<file path="src/rtl/delay_pkg.sv">
// Shared defaults for the delay pipeline: lane width default and depth ceiling.
package delay_pkg;

    localparam int DATA_DEFAULT = 64;
    localparam int DEPTH_MAX    = 64;

endpackage

</file>
<file path="src/rtl/delay_stage.sv">
// One pipeline stage: enable-gated valid + payload register with flush on the valid bit.
module delay_stage #(
    parameter int WIDTH = 64
) (
    input  logic             clk_i,
    input  logic             rst_ni,
    input  logic             en_i,
    input  logic             flush_i,
    input  logic             valid_i,
    input  logic [WIDTH-1:0] data_i,
    output logic             valid_o,
    output logic [WIDTH-1:0] data_o
);

    // NOTE: sequential state uses non-blocking assignments so every stage
    // samples its upstream neighbour's pre-edge value and the chain shifts by one.
    always_ff @(posedge clk_i or negedge rst_ni) begin
        if (!rst_ni) begin
            valid_o <= 1'b0;
            // NOTE: payload is reset too, so invalid stages read as a known 0
            // rather than X; the cost is one reset net per data flop.
            data_o  <= '0;
        end else begin
            if (flush_i) begin
                valid_o <= 1'b0;
            end else if (en_i) begin
                valid_o <= valid_i;
            end
            if (en_i) begin
                data_o <= data_i;
            end
        end
    end

endmodule

</file>
<file path="src/rtl/delay_pipe.sv">
// Fixed-latency valid/data delay line with stall, flush and an in-flight token counter.
module delay_pipe
    import delay_pkg::*;
#(
    parameter int DEPTH = 4,
    parameter int DATA  = DATA_DEFAULT,
    parameter int LANES = 1,
    localparam int CNT_W = (DEPTH > 0) ? $clog2(DEPTH + 1) : 1
) (
    input  logic                   clk_i,
    input  logic                   rst_ni,
    input  logic                   en_i,
    input  logic                   flush_i,
    input  logic                   valid_i,
    input  logic [LANES*DATA-1:0]  data_i,
    output logic                   valid_o,
    output logic [LANES*DATA-1:0]  data_o,
    output logic [CNT_W-1:0]       inflight_o,
    output logic                   empty_o
);

    localparam int WIDTH = LANES * DATA;

    if (DEPTH == 0) begin : g_pass
        assign valid_o    = valid_i;
        assign data_o     = data_i;
        assign inflight_o = '0;
        assign empty_o    = 1'b1;

        logic unused_ok;
        assign unused_ok = ^{clk_i, rst_ni, en_i, flush_i};
    end else begin : g_pipe
        // Index 0 is the pipe input; index k+1 is the output of stage k.
        logic [DEPTH:0] valid_s;
        logic [WIDTH-1:0] data_s [DEPTH+1];
        logic [CNT_W-1:0] count;

        assign valid_s[0] = valid_i;
        assign data_s[0]  = data_i;

        for (genvar k = 0; k < DEPTH; k++) begin : g_stage
            delay_stage #(.WIDTH(WIDTH)) u_stage (
                .clk_i   (clk_i),
                .rst_ni  (rst_ni),
                .en_i    (en_i),
                .flush_i (flush_i),
                .valid_i (valid_s[k]),
                .data_i  (data_s[k]),
                .valid_o (valid_s[k+1]),
                .data_o  (data_s[k+1])
            );
        end

        // Tracks the popcount of stage valid bits incrementally: one token may
        // enter and one may leave per enabled edge, so the count never wraps.
        always_ff @(posedge clk_i or negedge rst_ni) begin
            if (!rst_ni) begin
                count <= '0;
            end else if (flush_i) begin
                count <= '0;
            end else if (en_i) begin
                case ({valid_i, valid_s[DEPTH]})
                    2'b10:   count <= count + CNT_W'(1);
                    2'b01:   count <= count - CNT_W'(1);
                    default: count <= count;
                endcase
            end
        end

        assign valid_o    = valid_s[DEPTH];
        assign data_o     = data_s[DEPTH];
        assign inflight_o = count;
        assign empty_o    = (count == '0);
    end

endmodule

</file>
<file path="config.mk">
export PLATFORM = sky130hd
export DESIGN_NAME = delay_pipe
export DESIGN_NICKNAME = d
export VERILOG_FILES = /design/src/rtl/delay_pkg.sv /design/src/rtl/delay_stage.sv /design/src/rtl/delay_pipe.sv
export SDC_FILE = /design/constraint.sdc
export NUM_CORES = 1
export LEC_CHECK = 0
export CAP_MARGIN = 5
export CORE_MARGIN = 4
export CORE_UTILIZATION = 53
export CTS_BUF_LIST = sky130_fd_sc_hd__clkbuf_8 sky130_fd_sc_hd__clkbuf_16
export DETAILED_ROUTE_END_ITERATION = 7
export PLACE_DENSITY_LB_ADDON = 0.3
export SLEW_MARGIN = 20
export SYNTH_ARGS = -nofsm -noshare
export SYNTH_HDL_FRONTEND = slang
export SYNTH_HIERARCHICAL = 1
export SYNTH_SLANG_ARGS = --single-unit
</file>
<file path="constraint.sdc">
create_clock -name clk_i -period 3.2 [get_ports clk_i]
set_input_delay 0.64 -clock clk_i [delete_from_list [all_inputs] [get_ports clk_i]]
set_output_delay 0.64 -clock clk_i [all_outputs]
set_load 0.02 [all_outputs]
</file>
==> impl_metrics.toml <==
[run_status]
run_status = "complete, no violations"

[yosys]
syn_nets = 642
netlist_area_mm2 = 0.0107
synth_top_area_share_pct = 61.6
synth_top_area_cell = "dfrtp_1"
netlist_instances = 572
ys_top_cells_by_area = "dfrtp_1, mux2_4, mux2_2, buf_6, mux2i_1"
avgSynthCellArea_um2 = 18.7
yosysUniqueCellTypes = 19
yosysWarnings = 6
seq_area_frac_synth_pct = 61.6
ys_seq_elements = 263

[drt]
via_per_inst = 5.00
detail_route.wl_per_cell_um = 17.8
ant_nets = 0
vias = 5030
drt_iter0_drc = 226
drc = 0
wl_um = 17900
drtPass1Iterations = 4

[timing]
fin_crit_ps = 2420
slew_headroom_pct = 59.5
tightest_slew_ps = 608
rsz0062_at_grt = "no"
setup_viol = 0
slew_viol_final = 0
finalHoldViolCount = 0
setup_tns_ps = 0
fin_crit_sh_pct = 75.7
fmax_mhz = 413
skew_ps = 5.08

[place]
gp_congestion = 0.778
post-dp-hpwl_um = 11700
dpl-instance-area_mm2 = 0.0123
dp.cells = 956
port_buffers = 137

[die]
core-area_mm2 = 0.0197
die_y_um = 150
dieArea_mm2 = 0.0225
ios = 138
initial_utilization_pct = 54.4
die-width_um = 150
row_count = 51

[setup_path]
endpoint_kind = "primary output"
path_delay_family = "buffers and inverters"
timing_worst_setup_path_type = "flip-flop to primary output"
crit_fanout = 5
path_cells = "nor3_1 -> clkdlybuf4s50_1"
worst-path-buf-inv = 1
max_stage_delay_ps = 630
crit_slowest_cell = "clkdlybuf4s50_1"
cp.arrival_ps = 1780
critPathRequiredTime_ps = 2560
critPathLaunchType = "flip-flop"

[pwr]
power.density_mw_per_mm2 = 705
worst_ir_drop_vdd_mv = 0.461
clkPwrFrac_pct = 35.3
combPwrFrac_pct = 19.3
p_seq_share_pct = 45.4
netSwitchingFraction_pct = 23.9
p_int_uw = 7090
switching_power_uw = 2230
power_uw = 9320
cellLeakagePower_uw = 0.00615

[final_layout]
fin_area_mm2 = 0.0132
fin_nets = 790
diodes = 0
syn_to_final_growth_pct = 23.8
drive_above_1_share_pct = 42.6
stdcell_count = 1005
fillers = 1349

[global_routing]
grt_max_degree = 82
antenna_found_initial = 0
grt_overflow_total = 0
grt_use_total_pct = 16.0
grt_pass1_vias = 5663
grt_pass1_wl_um = 29600

[clock_network]
holdBufCountCts = 0
cts.htree.levels = 1
clk_latency_ps = 500
cts_tree = "built"
root_buffer = "clkbuf_16"
cts_buffers = 27
cts.sinks = 263
clk_path_buf_depth = 3
cts_resized = 0
post_cts_buffers = 0
path_clk_slew_ps = 60

[job]
maxCapViolations = 0

[hold_path]
min_path_type = "primary input to asynchronous set/reset pin"
[through the flow]
stage	setup WS (ps)	hold WS (ps)	util [%]
5_1_grt	715	162	67.3
2_1_floorplan	1410	344	-
3_5_place_dp	719	490	62.4
4_1_cts	749	126	67.3
3_3_place_gp	795	484	62.4
6_report	776	112	67.3
[cells in the final DEF (no fill, tap or decap), drive strengths merged, types with 4 or more instances in the layout]
cell             n
dfrtp          263
inv              4
clkbuf          36
nor2             5
mux2           256
bufinv           4
buf             12
clkinv           4
clkdlybuf4s50  135
mux2i            4
[metal layers]
metal / part of all wire, % / up-vias / track usage, %
li1: - / 2312 / -
met3: 5.5 / 30 / 3.85
met1: 46 / 2577 / 22.6
met4: 1.9 / 0 / 4.35
met2: 46 / 111 / 25.1
met5: 0 / - / 0
[area by class of cell]
cell class / count / area (um^2) / share of cell area (%)
timing repair buffer: 147 / 1530 / 11.6
sequential: 263 / 6580 / 49.7
multi-input combinational: 281 / 3820 / 28.9
tap: 265 / 332 / 2.51
clock inverter: 13 / 170 / 1.29
clock buffer: 36 / 800 / 6.04
[logic make-up (layout without fill, tap and decap cells)]
group                      count (synthesis)  count (layout)  synth area share [%]
muxes                                    260             260                  34.4
and+or+nand+nor                           15              15                 0.843
buffers and inverters                     28             196                  2.72
DFF                                      263             263                  61.6
adders and majority gates                  1               1                 0.187
xor gates and xnor gates                   1               1                0.0819
AOI/OAI and AO/OA                          4               4                 0.246
[power groups by stage]
stage	combinational, uW	sequential [uW]	clock (uW)
global route	1900	4310	3540
global placement	1770	4250	0
finish	1800	4230	3290
floorplan	904	4430	0
detailed placement	1820	4290	0
CTS	1830	4240	3370
[Yosys cell counts, drive strengths merged]
cell type / count
a21o: 1
a21oi: 1
and2: 1
and2b: 1
buf: 28
dfrtp: 263
fa: 1
mux2: 256
mux2i: 4
nand2b: 2
nand3: 2
nand4b: 2
nand4bb: 1
nor2: 5
nor3: 1
o21ai: 2
xor2: 1
[worst reg2reg max path, cell delays in order (launching register included)]
cell and delay [ps]:
dfrtp_1 450, and2b_2 240, fa_1 370, nand4bb_1 230
a21o_1 230, a21oi_2 130
[final timing paths]
| check | start | endpoint | slack (ps) | cells past startpoint |
|---|---|---|---|---|
| min in group clk_i | g_pipe.g_stage[1].u_stage/data_o[0] | g_pipe.g_stage[2].u_stage/data_o[0] | 500 | 1 |
| max in group asynchronous | rst_ni | g_pipe.g_stage[2].u_stage/data_o[11] | 2290 | 2 |
| worst max register to register | g_pipe.g_stage[3].u_stage/valid_o | inflight_o[2] | 1490 | 5 |
| worst min-delay path | rst_ni | g_pipe.g_stage[2].u_stage/data_o[32] | 110 | 1 |
| worst min register to register | g_pipe.g_stage[1].u_stage/data_o[0] | g_pipe.g_stage[2].u_stage/data_o[0] | 500 | 1 |
| worst max-delay path | inflight_o[0] | empty_o | 780 | 2 |
[registers in the layout (all words and copies together), names as in the netlist]
register / cells
g_pipe.g_stage.u_stage/data_o: 256
g_pipe.g_stage.u_stage/valid_o: 4
inflight_o: 3
(Power assumes the default switching activity.)
